--- src/rtl/mem_stage_pkg.sv ---
// mem_stage_pkg: shared bus widths, load codes, stall levels and bus layouts for the MEM stage
package mem_stage_pkg;

    localparam int EX_TO_MEM_WD = 80;
    localparam int MEM_TO_WB_WD = 70;
    localparam int HILO_WD      = 66;

    localparam logic [3:0] RD_WORD = 4'b0000;
    localparam logic [3:0] RD_LB   = 4'b0001;
    localparam logic [3:0] RD_LBU  = 4'b0010;
    localparam logic [3:0] RD_LH   = 4'b0011;
    localparam logic [3:0] RD_LHU  = 4'b0100;
    localparam logic [3:0] RD_SB   = 4'b0101;
    localparam logic [3:0] RD_SH   = 4'b0111;

    localparam logic STOP    = 1'b1;
    localparam logic NO_STOP = 1'b0;

    typedef struct packed {
        logic [31:0] pc;
        logic        ram_en;
        logic [3:0]  ram_wen;
        logic        sel_rf_res;
        logic        rf_we;
        logic [4:0]  rf_waddr;
        logic [31:0] ex_result;
        logic [3:0]  ram_read;
    } ex_mem_t;

    typedef struct packed {
        logic        hi_we;
        logic        lo_we;
        logic [31:0] hi;
        logic [31:0] lo;
    } hilo_t;

    typedef enum logic {S_IDLE, S_WAIT} wait_st_t;

endpackage

--- src/rtl/mem_stage_if.sv ---
// mem_stage_if: EX->MEM, MEM->WB and MEM->ID buses of the MEM stage; MEM_SRAM_WAIT_EN adds the SRAM read-valid
interface mem_stage_if;
    import mem_stage_pkg::*;

    logic [5:0]              stall;
    logic [EX_TO_MEM_WD-1:0] ex_to_mem_bus;
    logic [HILO_WD-1:0]      ex_to_mem_hilo;
    logic [31:0]             data_sram_rdata;
`ifdef MEM_SRAM_WAIT_EN
    logic                    data_sram_rvalid;
`endif
    logic [MEM_TO_WB_WD-1:0] mem_to_wb_bus;
    logic [HILO_WD-1:0]      mem_to_wb_hilo;
    logic [37:0]             mem_to_id_bus;
    logic [HILO_WD-1:0]      mem_to_id_hilo;
    logic                    stallreq_for_mem;

`ifdef MEM_SRAM_WAIT_EN
    modport master (
        output stall, ex_to_mem_bus, ex_to_mem_hilo, data_sram_rdata, data_sram_rvalid,
        input  mem_to_wb_bus, mem_to_wb_hilo, mem_to_id_bus, mem_to_id_hilo, stallreq_for_mem
    );
    modport slave (
        input  stall, ex_to_mem_bus, ex_to_mem_hilo, data_sram_rdata, data_sram_rvalid,
        output mem_to_wb_bus, mem_to_wb_hilo, mem_to_id_bus, mem_to_id_hilo, stallreq_for_mem
    );
`else
    modport master (
        output stall, ex_to_mem_bus, ex_to_mem_hilo, data_sram_rdata,
        input  mem_to_wb_bus, mem_to_wb_hilo, mem_to_id_bus, mem_to_id_hilo, stallreq_for_mem
    );
    modport slave (
        input  stall, ex_to_mem_bus, ex_to_mem_hilo, data_sram_rdata,
        output mem_to_wb_bus, mem_to_wb_hilo, mem_to_id_bus, mem_to_id_hilo, stallreq_for_mem
    );
`endif

endinterface

--- src/rtl/mem_stage_load_ext.sv ---
// mem_stage_load_ext: picks the byte/half lane of a load word and sign- or zero-extends it
module mem_stage_load_ext
    import mem_stage_pkg::*;
(
    input  logic [3:0]  ram_read,
    input  logic [1:0]  addr,
    input  logic [31:0] word,
    output logic [31:0] data
);

    logic [7:0]  b;
    logic [15:0] h;

    assign b = word[{addr, 3'b000} +: 8];
    assign h = addr[1] ? word[31:16] : word[15:0];

    // unknown codes and stores fall through to the full word
    always_comb
        data = (ram_read == RD_LB)  ? {{24{b[7]}}, b} :
               (ram_read == RD_LBU) ? {24'b0, b} :
               (ram_read == RD_LH)  ? {{16{h[15]}}, h} :
               (ram_read == RD_LHU) ? {16'b0, h} : word;

endmodule

--- src/rtl/mem_stage.sv ---
// mem_stage: MIPS MEM stage - EX/MEM register, load extension, read-word hold; MEM_SRAM_WAIT_EN adds an SRAM wait FSM
module mem_stage
    import mem_stage_pkg::*;
(
    input logic        clk,
    input logic        rst,
    mem_stage_if.slave bus
);

    ex_mem_t     r;
    hilo_t       h;
    logic [31:0] rdata_hold, rdata, ld_data, wdata;
    logic        hold_vld, fresh, latch_en;
    logic        capture, bubble, upd;

    assign capture = bus.stall[3] == NO_STOP;
    assign bubble  = bus.stall[3] == STOP && bus.stall[4] == NO_STOP;
    assign upd     = capture || bubble;

    // EX/MEM register: zero on reset or bubble, capture when MEM input runs, else hold
    always_ff @(posedge clk) begin
        if (rst || bubble) begin
            r <= '0;
            h <= '0;
        end else if (capture) begin
            r <= ex_mem_t'(bus.ex_to_mem_bus);
            h <= hilo_t'(bus.ex_to_mem_hilo);
        end
    end

`ifdef MEM_SRAM_WAIT_EN
    wait_st_t st;
    logic     miss;

    assign miss = r.ram_en && r.ram_wen == 4'b0 && !hold_vld && !bus.data_sram_rvalid;
    assign latch_en = (st == S_WAIT) ? bus.data_sram_rvalid : fresh && bus.stall[4] == STOP && !miss;
    assign bus.stallreq_for_mem = !rst && miss;

    // wait for the SRAM word of a held load; any register update abandons the wait
    always_ff @(posedge clk)
        st <= (rst || upd) ? S_IDLE :
              (st == S_IDLE && miss) ? S_WAIT :
              (st == S_WAIT && bus.data_sram_rvalid) ? S_IDLE : st;
`else
    assign latch_en = fresh && bus.stall[4] == STOP;
    assign bus.stallreq_for_mem = 1'b0;
`endif

    // keep the read word of a stalled load so its result stays stable
    always_ff @(posedge clk) begin
        if (rst) begin
            hold_vld   <= 1'b0;
            fresh      <= 1'b0;
            rdata_hold <= '0;
        end else if (upd) begin
            hold_vld <= 1'b0;
            fresh    <= capture;
        end else begin
            fresh <= 1'b0;
            if (latch_en) begin
                rdata_hold <= bus.data_sram_rdata;
                hold_vld   <= 1'b1;
            end
        end
    end

    assign rdata = hold_vld ? rdata_hold : bus.data_sram_rdata;

    mem_stage_load_ext u_ext (
        .ram_read (r.ram_read),
        .addr     (r.ex_result[1:0]),
        .word     (rdata),
        .data     (ld_data)
    );

    assign wdata              = r.sel_rf_res ? ld_data : r.ex_result;
    assign bus.mem_to_wb_bus  = rst ? '0 : {r.pc, r.rf_we, r.rf_waddr, wdata};
    assign bus.mem_to_id_bus  = bus.mem_to_wb_bus[37:0];
    assign bus.mem_to_wb_hilo = rst ? '0 : h;
    assign bus.mem_to_id_hilo = bus.mem_to_wb_hilo;

    logic unused;
    assign unused = ^{bus.stall[5], bus.stall[2:0], r.ram_en, r.ram_wen};

endmodule
--- src/flat_wrapper.sv ---
// flat-port wrapper written by rule: the top's interface ports become plain ports
module mem_stage_flat import mem_stage_pkg::*;
  (clk, rst, bus_stall, bus_ex_to_mem_bus, bus_ex_to_mem_hilo, bus_data_sram_rdata, bus_mem_to_wb_bus, bus_mem_to_wb_hilo, bus_mem_to_id_bus, bus_mem_to_id_hilo, bus_stallreq_for_mem);
  mem_stage_if bus_i ();
  input logic clk;
  input logic rst;
  input wire logic [$bits(bus_i.stall)-1:0] bus_stall;
  input wire logic [$bits(bus_i.ex_to_mem_bus)-1:0] bus_ex_to_mem_bus;
  input wire logic [$bits(bus_i.ex_to_mem_hilo)-1:0] bus_ex_to_mem_hilo;
  input wire logic [$bits(bus_i.data_sram_rdata)-1:0] bus_data_sram_rdata;
  output wire logic [$bits(bus_i.mem_to_wb_bus)-1:0] bus_mem_to_wb_bus;
  output wire logic [$bits(bus_i.mem_to_wb_hilo)-1:0] bus_mem_to_wb_hilo;
  output wire logic [$bits(bus_i.mem_to_id_bus)-1:0] bus_mem_to_id_bus;
  output wire logic [$bits(bus_i.mem_to_id_hilo)-1:0] bus_mem_to_id_hilo;
  output wire logic [$bits(bus_i.stallreq_for_mem)-1:0] bus_stallreq_for_mem;
  assign bus_i.stall = bus_stall;
  assign bus_i.ex_to_mem_bus = bus_ex_to_mem_bus;
  assign bus_i.ex_to_mem_hilo = bus_ex_to_mem_hilo;
  assign bus_i.data_sram_rdata = bus_data_sram_rdata;
  assign bus_mem_to_wb_bus = bus_i.mem_to_wb_bus;
  assign bus_mem_to_wb_hilo = bus_i.mem_to_wb_hilo;
  assign bus_mem_to_id_bus = bus_i.mem_to_id_bus;
  assign bus_mem_to_id_hilo = bus_i.mem_to_id_hilo;
  assign bus_stallreq_for_mem = bus_i.stallreq_for_mem;
  mem_stage u_core (.clk(clk), .rst(rst), .bus(bus_i));
endmodule
--- config.mk ---
export PLATFORM = sky130hd
export DESIGN_NAME = mem_stage_flat
export DESIGN_NICKNAME = d
export VERILOG_FILES = /design/src/rtl/mem_stage_pkg.sv /design/src/rtl/mem_stage_if.sv /design/src/rtl/mem_stage_load_ext.sv /design/src/rtl/mem_stage.sv /design/src/flat_wrapper.sv
export SDC_FILE = /design/constraint.sdc
export NUM_CORES = 1
export LEC_CHECK = 0
export BUFFER_PORTS_ARGS = -buffer_cell sky130_fd_sc_hd__buf_4
export CORE_AREA = 2 2 165 167
export CTS_CLUSTER_SIZE = 24
export DETAILED_ROUTE_END_ITERATION = 16
export DIE_AREA = 0 0 167 169
export PLACE_DENSITY_LB_ADDON = 0.1
export SKIP_CTS_REPAIR_TIMING = 1
export SLEW_MARGIN = 5
export SYNTH_ARGS = -nofsm -noshare
export SYNTH_HDL_FRONTEND = slang
export SYNTH_SLANG_ARGS = --single-unit
--- constraint.sdc ---
create_clock -name clk -period 1.85 [get_ports clk]
set_input_delay 0.0925 -clock clk [delete_from_list [all_inputs] [get_ports clk]]
set_output_delay 0.0925 -clock clk [all_outputs]
set_load 0.05 [all_outputs]
==> impl.org <==
** Synthesis
- Of the post-synthesis cell area, the part taken by muxes is between 20% and 30%.
- The most common cell in the synthesized netlist is nor2_1.
- Number of instances in the synthesized netlist :: 1070
- Largest cells by area after synthesis :: dfxtp_1 (37%), mux2i_1 (18%), buf_4 (8.6%)
- Post-Synthesis Cell Area :: between 0.009 and 0.01 mm2
- Share of Yosys cell area claimed by the top area cell type :: 37.1%
- Post-synth net total :: 1256
- After Yosys synthesis, and, or, nand and nor cells account for roughly 20% of the synthesized area.
- Post-synthesis xor/xnor area fraction :: less than 1%
- Synthesized-area fraction occupied by adder cells :: 0%
- Synthesized flop and latch total :: around 180
- Largest family of logic cells by synthesized area :: multiplexers
- The synthesized design spends more area on one cell type than any other, namely dfxtp_1.
- During synthesis, Yosys emitted a total of 0 warnings.
- The most used flip-flop cell after synthesis is dfxtp_1.
- List of most frequent post-synthesis cells :: nor2_1 (190), dfxtp_1 (175), mux2i_1 (170)
- The synthesized design contains 0 enable-type register cells.
- Sequential fraction of the synthesis area :: 37.1%
- Average instance area after synthesis :: ~9 um2
- Of all flip-flops after synthesis, the portion carrying an async set or reset was 0%.
- After synthesis, the netlist uses between 40 and 50 different library cells.
- The synthesized netlist devotes 7.74% of its cell area to compound gates.

** Status
- Failing checks :: hold timing, setup timing
- The run finished, with violations left.

** STA
- Period Utilization, post-route :: 139%
- Time the final worst path needs with I/O delays and setup :: 2.58 ns
- For the pin with the worst max-slew slack, the measured transition is around 0.60 ns.
- For the final routed database, the setup TNS stands at -42.53 ns.
- On the final layout, the worst clock skew is ~0.015 ns.
- Final-report hold violation count :: 2
- Setup ws final :: -0.727 ns
- For this run, the top clock speed supported by timing is 388 MHz.
- Worst-case hold slack :: -0.00334 ns
- The worst pin sits at a relative slew slack of about three fifths.
- Setup repair after global routing missed its margin :: true
- Setup violations remaining at the end of the flow were counted as 64.
- The final-report max-slew violation count was 0.

** Floorplanning
- In this run the core area contains 60 standard-cell rows.
- The die is about 170 um wide.
- 427 I/O pins were placed.
- After floorplanning, the core was sized to cover roughly 0.027 mm2.
- The initial utilization of the core area, before any placement, comes to 35.6%.
- Die area :: around 0.028 mm2
- Height of the chip :: between 150 and 200 um

** Global route
- Entering global routing, the biggest net connects between 70 and 80 pins.
- Number of global-route vias before repair :: roughly 8000
- The number of antenna violations at the first check in global routing is 1.
- Total track usage :: 22.1%
- Total global routing overflow :: 0
- The first global-routing pass estimated between 40000 and 50000 um of wire.

** Final layout
- After filler insertion, the fill cell instance count of the layout stands at about 2400.
- From synthesis to final layout, the design area changed by 67.2%.
- Cells fill 59.6% of the core in the end.
- # nets final :: 1774
- Of the cells placed in the final design, the portion with a size suffix greater than 1 is between 30 and 40%.

** Clock network
- The H-tree was split into 4 levels.
- The tree is rooted in a clkbuf_16.
- Clock tree from TritonCTS :: done
- TritonCTS Buffers :: 17
- The clock drives approximately 180 sinks.
- The clock reaches the later pin of the worst-skew pair after around 0.44 ns.
- Maximum clock path buffer count :: 2
- Clock-pin slew reported for the worst setup and hold paths after clock tree synthesis :: around 0.07 ns

** Power and ir drop
- Max IR drop VDD :: roughly 0.00046 V
- Clock network power share :: 33.6%
- Switching part of the total :: about 33%
- Cell internal power was estimated by the tool at 7.09 mW.
- The analysis attributes to cell leakage a power of 7.11 nW.
- Dividing total power by cell area gives a power density of approximately 670 mW/mm2.
- Switching component of the power :: about 3.5 mW
- Logic pwr share :: between 20% and 30%
- In this run, flip-flops and latches consume 37.8% of the power.

** Detailed routing
- In the final routed layout, each cell accounts on average for roughly 18 um.
- For this block, the initial DRC count from the detailed router was roughly 470.
- In the detailed route, the total length drawn on met2 is between 15000 and 20000 um.
- Detailed routing placed a total of between 1500 and 2000 um of wire on met3.
- Summing over every cut layer, the via total after detailed routing is between 9000 and 10000.
- Total Routed Length :: roughly 35000 um
- Length of routed wiring on met1 :: roughly 15000 um
- Final antenna-violating net count :: 0
- DRC violation count after routing :: 0
- After detailed routing, the number of vias per cell comes to 4.74.
- The first detailed-routing pass ran for 5 iterations.
- In this run the top signal layer used is met4.

** Flow run
- Across the run, the number of max-cap violations was 0.

** Critical path
- Required time worst endpoint :: around 1.8 ns
- Kind of critical path :: flip-flop to primary output
- Data arrival time of the critical path :: 2.48 ns
- Of all nets on the critical path, the largest fanout is 8.
- Crit. End Element :: primary output
- Measured in cells, the most critical reg-to-reg path has a length of 5.
- The worst setup path is launched from a flip-flop.
- In this run the critical register-to-register path is captured at u_core.rdata_hold[13].
- Startpoint of the worst register-to-register path :: u_core.fresh
- Internal reg-to-reg setup slack :: between 0.1 and 0.15 ns

** Hold path
- For hold timing, the worst endpoint is u_core.rdata_hold[16].
- The startpoint identified for the worst hold timing path is rst.
- Min-delay worst type :: primary input to flip-flop
- Hold Path Stages :: 2

** Placement
- Routability congestion estimate :: 0.846
- In this run the tool buffered the top-level ports with between 400 and 500 buffer cells.
- HPWL Detailed :: around 25000 um
-- cell usage in the layout, fill, tap and decap left out, types with 3 or more instances in the layout --
cell           count
clkinv_4           3
dlygate4sd3_1    182
mux4_2            22
o311ai_2           3
o21ai_1            4
buf_8              3
a211oi_4          24
buf_6             64
clkbuf_16         18
mux2i_1          169
nor2_1           190
clkinvlp_4         4
dfxtp_1          170
nand2_1           88
dfxtp_2            4
nor2b_1          107
a21oi_1           33
o21ai_0           19
buf_4            420
buf_12            13
-- worst max-delay path by stage --
| stage | startpoint | endpoint | slack, ns | depth (start not counted) |
|---|---|---|---|---|
| global placement | u_core.r[5] | bus_mem_to_wb_bus[28] | -0.31 | 8 |
| detailed placement | u_core.r[5] | bus_mem_to_wb_bus[1] | -0.35 | 9 |
| CTS | u_core.r[5] | bus_mem_to_wb_bus[1] | -0.83 | 9 |
| finish | u_core.r[5] | bus_mem_to_wb_bus[14] | -0.73 | 7 |
| floorplan | u_core.r[5] | bus_mem_to_wb_bus[16] | -0.67 | 8 |
| global route | u_core.r[5] | bus_mem_to_id_bus[11] | -0.79 | 7 |
-- critical path: stages, from the launching register on --
cell       delay [ns]
dfxtp_4          0.36
mux2i_1          0.12
mux2_4           0.27
a211o_1          0.28
o31a_4           0.34
clkbuf_16        0.20
a211oi_4         0.27
buf_6            0.20
-- area by class of cell --
class | count | area, um2 | area share [%]
Clock buffer | 19 | 443 | 2.81
Sequential cell | 175 | 3510 | 22.2
Clock inverter | 13 | 129 | 0.816
Antenna cell | 1 | 2.50 | 0.0158
Tap cell | 341 | 427 | 2.70
Timing Repair Buffer | 684 | 6040 | 38.2
Multi-Input combinational cell | 708 | 5230 | 33.1
Inverter | 2 | 7.51 | 0.0475
-- logic make-up after synthesis --
family,count (synthesis)
and+or+nand+nor,404
xor gates and xnor gates,1
buffers and inverters,187
muxes,194
DFF,175
AOI/OAI and AO/OA,108
other,1
-- flip-flops by register name, indices dropped and copies added, names as in the netlist --
name	cells
u_core.fresh	1
u_core.h	66
u_core.hold_vld	1
u_core.r	75
u_core.rdata_hold	32
-- layer usage --
layer	global-route usage (%)	up-vias
met2	39.1	308
met5	0	-
li1	-	4507
met1	27.4	4346
met4	6.71	0
met3	3.97	45
-- per-stage QoR --
step | total power, mW | area (um2) | std cells | setup WS [ns]
6_report | 10.6 | 15800 | 1943 | -0.727
5_1_grt | 11.0 | 15800 | 1943 | -0.794
4_1_cts | 10.3 | 13500 | 1753 | -0.834
3_5_place_dp | 6.71 | 12900 | 1721 | -0.352
3_3_place_gp | 6.70 | 12900 | 1721 | -0.307
2_1_floorplan | 5.86 | 9900 | 1070 | -0.673
-- power by group through the flow --
stage,Clock [mW],Sequential [mW],Combinational [mW]
6_report,3.57,4.02,3.04
5_1_grt,3.78,4.04,3.21
4_1_cts,3.67,4.02,2.61
3_5_place_dp,0,4.11,2.61
3_3_place_gp,0,4.10,2.60
2_1_floorplan,0,4.08,1.78
(Power assumes the default switching activity.)
